==> config.mk <==
export PLATFORM = sky130hd
export DESIGN_NAME = dht11_responder
export DESIGN_NICKNAME = d
export VERILOG_FILES = /design/src/rtl/dht11_responder.sv
export SDC_FILE = /design/constraint.sdc
export NUM_CORES = 1
export LEC_CHECK = 0
export ABC_AREA = 1
export CAP_MARGIN = 20
export CORE_ASPECT_RATIO = 0.7
export CORE_MARGIN = 3
export CORE_UTILIZATION = 48
export DETAILED_ROUTE_END_ITERATION = 16
export PLACE_DENSITY = 0.67
export SLEW_MARGIN = 20
export SYNTH_ARGS = -nofsm -noshare
export SYNTH_HDL_FRONTEND = slang
export SYNTH_SLANG_ARGS = --single-unit
export TNS_END_PERCENT = 10
==> constraint.sdc <==
create_clock -name clk -period 5.2 [get_ports clk]
set_clock_uncertainty 0.2 [all_clocks]
set_input_delay 1.04 -clock clk [delete_from_list [all_inputs] [get_ports clk]]
set_output_delay 1.04 -clock clk [all_outputs]
set_load 0.01 [all_outputs]
==> src/rtl/dht11_responder.sv <==
// dht11_responder -- sensor-side end of the DHT11 single-wire protocol.
// Waits for a host start pulse on the open-drain bus, then drives the ACK
// pulse followed by a 40-bit frame {i_data, checksum}, bit 39 first.
//
// Ports:
//   clk       system clock
//   rst_n     asynchronous active-low reset (releases the bus immediately)
//   dht_in    raw bus level, asynchronous (2-flop synchronized internally)
//   dht_oe    1 = pull bus low, 0 = release (external pull-up)
//   i_data    {hum_int, hum_dec, temp_int, temp_dec}, latched at start accept
//   i_corrupt (only with DHT11_CKSUM_FAULT_EN) flip checksum LSB for this frame
//   o_busy    high while responding
//   o_done    one-cycle pulse when a frame completes
//   o_abort   one-cycle pulse when a response is aborted by bus contention
//
// Optional feature macro: DHT11_CKSUM_FAULT_EN (adds i_corrupt).
`timescale 1ns/1ps
module dht11_responder #(
  parameter int unsigned CLK_HZ         = 50000000,
  parameter int unsigned START_MIN_US   = 18000,
  parameter int unsigned REPLY_DELAY_US = 30
) (
  input  logic        clk,
  input  logic        rst_n,
  input  logic        dht_in,
  output logic        dht_oe,
  input  logic [31:0] i_data,
`ifdef DHT11_CKSUM_FAULT_EN
  input  logic        i_corrupt,
`endif
  output logic        o_busy,
  output logic        o_done,
  output logic        o_abort
);

  localparam int unsigned TICKS_PER_US = (CLK_HZ / 1000000 >= 1) ? CLK_HZ / 1000000 : 1;

  typedef enum logic [2:0] {
    IDLE, HOST_LOW, RESP_DELAY, ACK_LOW, ACK_HIGH, BIT_LOW, BIT_HIGH, END_LOW
  } state_t;

  state_t      state, stateNext;
  logic [1:0]  syncQ;
  logic        sPrev, s, fallEdge, riseEdge;
  logic [31:0] tickCnt, usCnt, phaseUs;
  logic        lastTick, phaseEnd;
  logic [39:0] frameQ;
  logic [5:0]  bitIdx;
  logic [7:0]  cksum, cksumTx;
  logic        latch, loadIdx, decIdx, doneNext, abortNext;
  logic        doneQ, abortQ;

  // Synchronizer resets to the idle-high bus level so reset release never
  // looks like a falling edge.
  always_ff @(posedge clk or negedge rst_n) begin
    if (!rst_n) begin
      syncQ <= '1;
      sPrev <= 1'b1;
    end else begin
      syncQ <= {syncQ[0], dht_in};
      sPrev <= syncQ[1];
    end
  end

  assign s        = syncQ[1];
  assign fallEdge = sPrev & ~s;
  assign riseEdge = ~sPrev & s;

  assign cksum = i_data[31:24] + i_data[23:16] + i_data[15:8] + i_data[7:0];
`ifdef DHT11_CKSUM_FAULT_EN
  assign cksumTx = cksum ^ {7'b0, i_corrupt};
`else
  assign cksumTx = cksum;
`endif

  always_comb begin
    phaseUs = 32'd1;
    case (state)
      RESP_DELAY:        phaseUs = REPLY_DELAY_US;
      ACK_LOW, ACK_HIGH: phaseUs = 32'd80;
      BIT_LOW, END_LOW:  phaseUs = 32'd50;
      BIT_HIGH:          phaseUs = frameQ[bitIdx] ? 32'd70 : 32'd26;
      default:           phaseUs = 32'd1;
    endcase
  end

  assign lastTick = (tickCnt == TICKS_PER_US - 1);
  assign phaseEnd = lastTick && (usCnt == phaseUs - 32'd1);

  always_comb begin
    stateNext = state;
    latch     = 1'b0;
    loadIdx   = 1'b0;
    decIdx    = 1'b0;
    doneNext  = 1'b0;
    abortNext = 1'b0;
    case (state)
      IDLE:     if (fallEdge) stateNext = HOST_LOW;
      HOST_LOW: if (riseEdge) begin
        if (usCnt >= START_MIN_US) begin
          stateNext = RESP_DELAY;
          latch     = 1'b1;
        end else begin
          stateNext = IDLE;
        end
      end
      RESP_DELAY: begin
        if (fallEdge) begin
          stateNext = IDLE;
          abortNext = 1'b1;
        end else if (phaseEnd) stateNext = ACK_LOW;
      end
      ACK_LOW:  if (phaseEnd) stateNext = ACK_HIGH;
      ACK_HIGH: begin
        if (fallEdge) begin
          stateNext = IDLE;
          abortNext = 1'b1;
        end else if (phaseEnd) begin
          stateNext = BIT_LOW;
          loadIdx   = 1'b1;
        end
      end
      BIT_LOW:  if (phaseEnd) stateNext = BIT_HIGH;
      BIT_HIGH: begin
        if (fallEdge) begin
          stateNext = IDLE;
          abortNext = 1'b1;
        end else if (phaseEnd) begin
          if (bitIdx != 6'd0) begin
            stateNext = BIT_LOW;
            decIdx    = 1'b1;
          end else stateNext = END_LOW;
        end
      end
      END_LOW: begin
        if (phaseEnd) begin
          stateNext = IDLE;
          doneNext  = 1'b1;
        end
      end
      default: stateNext = IDLE;
    endcase
  end

  always_ff @(posedge clk or negedge rst_n) begin
    if (!rst_n) state <= IDLE;
    else        state <= stateNext;
  end

  // Counter restarts on every state change; in HOST_LOW it saturates at the
  // start threshold so arbitrarily long host pulses stay valid.
  always_ff @(posedge clk or negedge rst_n) begin
    if (!rst_n) begin
      tickCnt <= '0;
      usCnt   <= '0;
    end else if (stateNext != state || state == IDLE) begin
      tickCnt <= '0;
      usCnt   <= '0;
    end else if (state == HOST_LOW && usCnt >= START_MIN_US) begin
      tickCnt <= '0;
    end else if (lastTick) begin
      tickCnt <= '0;
      usCnt   <= usCnt + 32'd1;
    end else begin
      tickCnt <= tickCnt + 32'd1;
    end
  end

  always_ff @(posedge clk or negedge rst_n) begin
    if (!rst_n) begin
      frameQ <= '0;
      bitIdx <= '0;
      doneQ  <= 1'b0;
      abortQ <= 1'b0;
    end else begin
      if (latch)   frameQ <= {i_data, cksumTx};
      if (loadIdx) bitIdx <= 6'd39;
      else if (decIdx) bitIdx <= bitIdx - 6'd1;
      doneQ  <= doneNext;
      abortQ <= abortNext;
    end
  end

  always_comb begin
    dht_oe = 1'b0;
    o_busy = 1'b0;
    case (state)
      ACK_LOW, BIT_LOW, END_LOW: begin
        dht_oe = 1'b1;
        o_busy = 1'b1;
      end
      RESP_DELAY, ACK_HIGH, BIT_HIGH: o_busy = 1'b1;
      default: begin
        dht_oe = 1'b0;
        o_busy = 1'b0;
      end
    endcase
  end

  assign o_done  = doneQ;
  assign o_abort = abortQ;

endmodule

==> run metrics <==
Post-DRT Antenna Nets=0; CORE AREA=16500 µm²; CP peak stage delay=0.36 ns; Setup crit start kind=flop; status=finished, final reports clean; power per cell area=259 nW/µm²; most frequent CP cell=nand2_1; PortBufs=38; CP Max Fanout=32; RSZ-0062 raised after global routing=false; RR Startpoint=bitIdx[0]; Final #Nets=1195; synth warn=0; net switching power of the design=0.627 mW; register area=2960 µm²; # setup viols final=0; Area Growth Syn to Fin=12.9%; TritonCTS clock tree=yes; initial antenna violation count=0; largest net degree at the start of global routing=67; grt total ovfl=0; initial core utilization=49.5%; drc violations=0; hold crit path type=reg -> reg; setup_tns=0 ns; Syn Nets=1176; Fin. Hold Viols=0; crit path DAT=4.75 ns; CTS Buf Count=17; drt wl/cell=15.8 µm; clock slew at reported path FFs=0.05 ns; Crit Path Category=reg -> reg; H-Tree Depth=4; Die X=162 µm; Post-CTS Hold Fix Bufs=0; # fillers=1594; die footprint=18600 µm²; sequential area share after synthesis=36.2%; slowest CP cell=nor3_2; hold path cells=0; Pwr Total=2.39 mW; Detailed Route WL=21600 µm; most common cell after layout, fill and taps aside=nand2_1; via count=7491; most frequent cells in the layout=nand2_1 (261), inv_1 (132), dfrtp_1 (114), nor2_1 (108), nand4_1 (79); PnR worst setup slack=0.507 ns; hold path startpoint=syncQ[0]; layout cells sized above 1=6.39%; GR Util All Layers=24.2%; Leak=4.26 nW; Crit path required time=5.26 ns; slew margin rel.=24.9%; Clock Root Buffer=clkbuf_16; num rows=39; ant diodes=0; MaxCap Viol Count=0; maximum buffer depth of the clock tree=2; Sink Count=118; final worst-path cycle share=90.2%; vias in the first global route=6911; syn_area_per_cell=7.34 µm²; internal power=1.76 mW; first-pass GRT wire length=36100 µm; WHS Endpoint=syncQ[1]; reg2reg setup slack=0.51 ns; Synth cell types=47; area of the multi-input gates=4430 µm²; min cycle time layout=4.69 ns; Initial DRT Pass Iterations=7; post_cts resized=0; reg2reg end=tickCnt[7]; gate count of the mapped netlist=1112; worst hold slack=0.155 ns; Post-CTS Setup Bufs=0; worst vdd ir=0.152 mV; clock power share=47.8%; dpl ws=0.401 ns; 1st-iter DRT viols=680; GPL Wtd Cong=0.950; Highest Clock Rate=213 MHz; flops & latches, synth=118; Sw Ratio=26.2%; share of power burned in registers=39.3%; die height=115 µm; Vias/cell=5.48; mapped cell area=8170 µm²; Pins Over Slew Limit=0; I/O pin cnt=39; Gate power share=12.9%; HPWL Detailed=15600 µm; worst-skew pair later-pin latency=0.42 ns; Least-Margin Pin Slew=1.12 ns; worst r2r path cells=29; Worst Setup End Kind=flop
## through the flow
stage	std cells	utilization, %	area, µm²
finish	1367	55.9	9220
global route	1367	55.9	9220
CTS	1367	55.9	9220
detailed placement	1337	52.5	8660
global placement	1337	52.5	8660
floorplan	1112	-	8170
## critical path: cells and delay by family, from the launching register on
family | cells | cell delay (ns)
compound gates | 1 | 0.15
xor+xnor | 1 | 0.17
fa+ha+maj | 1 | 0.30
buf+inv | 4 | 0.67
flops | 1 | 0.32
simple gates | 22 | 2.69
## cell families after synthesis
logic type | after synthesis | synth area share (%)
xor+xnor | 68 | 7.29
fa+ha+maj | 29 | 5.73
compound gates | 80 | 5.42
simple gates | 630 | 35.7
buf+inv | 187 | 9.70
flops | 118 | 36.2
## registers in the layout (all words and copies together), names as in the netlist
name	count
bitIdx	6
frameQ	40
o_abort	1
o_done	1
sPrev	1
state	3
syncQ	2
tickCnt	32
usCnt	32
## area by class of cell
cell class / count / area share, %
multi-input cells: 807 / 48.0
flip-flops and latches: 118 / 32.1
inverters: 139 / 5.71
repair buffers: 48 / 5.05
clock buffers: 21 / 4.99
well taps: 225 / 3.05
clock inverters: 9 / 1.13
## Yosys cell counts, drive strengths merged
library cell | instances | area [µm²]
dfstp | 3 | 78.8
o21a | 1 | 7.51
fa | 14 | 280
nand2 | 264 | 1000
clkbuf | 24 | 90.1
o22ai | 2 | 12.5
nor3 | 56 | 295
xnor2 | 12 | 105
o32ai | 1 | 8.76
nor3b | 3 | 22.5
nand4 | 80 | 507
clkinv | 3 | 11.3
ha | 15 | 188
nand3b | 7 | 52.6
a2111o | 1 | 11.3
xor2 | 56 | 490
o41ai | 1 | 8.76
inv | 136 | 516
nor4 | 19 | 125
o31ai | 3 | 27.5
buf | 24 | 175
and3 | 2 | 12.5
dfrtp | 115 | 2880
a21oi | 17 | 85.1
o21ai | 50 | 250
nor2 | 122 | 505
nand3 | 73 | 365
or2 | 3 | 18.8
a211oi | 1 | 7.51
and2 | 1 | 6.26
o211ai | 2 | 15.0
a221oi | 1 | 8.76
## power by group through the flow
stage	Clock, mW	Sequential [mW]	Combinational, mW
floorplan	0	0.949	0.213
detailed placement	0	0.955	0.308
CTS	1.16	0.939	0.309
finish	1.14	0.940	0.308
global placement	0	0.955	0.303
global route	1.20	0.941	0.346
## how the worst max path moves through the flow
stage / endpoint / slack (ns) / depth (start not counted) / start
after global routing: tickCnt[25] / 0.03 / 31 / bitIdx[0]
after CTS: tickCnt[6] / 0.36 / 28 / bitIdx[1]
after floorplan: tickCnt[8] / 1.39 / 30 / bitIdx[0]
after global placement: tickCnt[21] / 0.51 / 28 / bitIdx[1]
after detailed placement: tickCnt[21] / 0.40 / 28 / bitIdx[1]
final: tickCnt[7] / 0.51 / 29 / bitIdx[0]
## per-layer routing
metal	global-route usage, %	vias to the layer above	wire [µm]
li1	-	3682	-
met5	0	-	0
met3	6.12	12	1620
met2	32.8	272	8550
met1	38.8	3525	11300
met4	4.32	0	133
No activity file was read; power rests on OpenSTA's default activity.
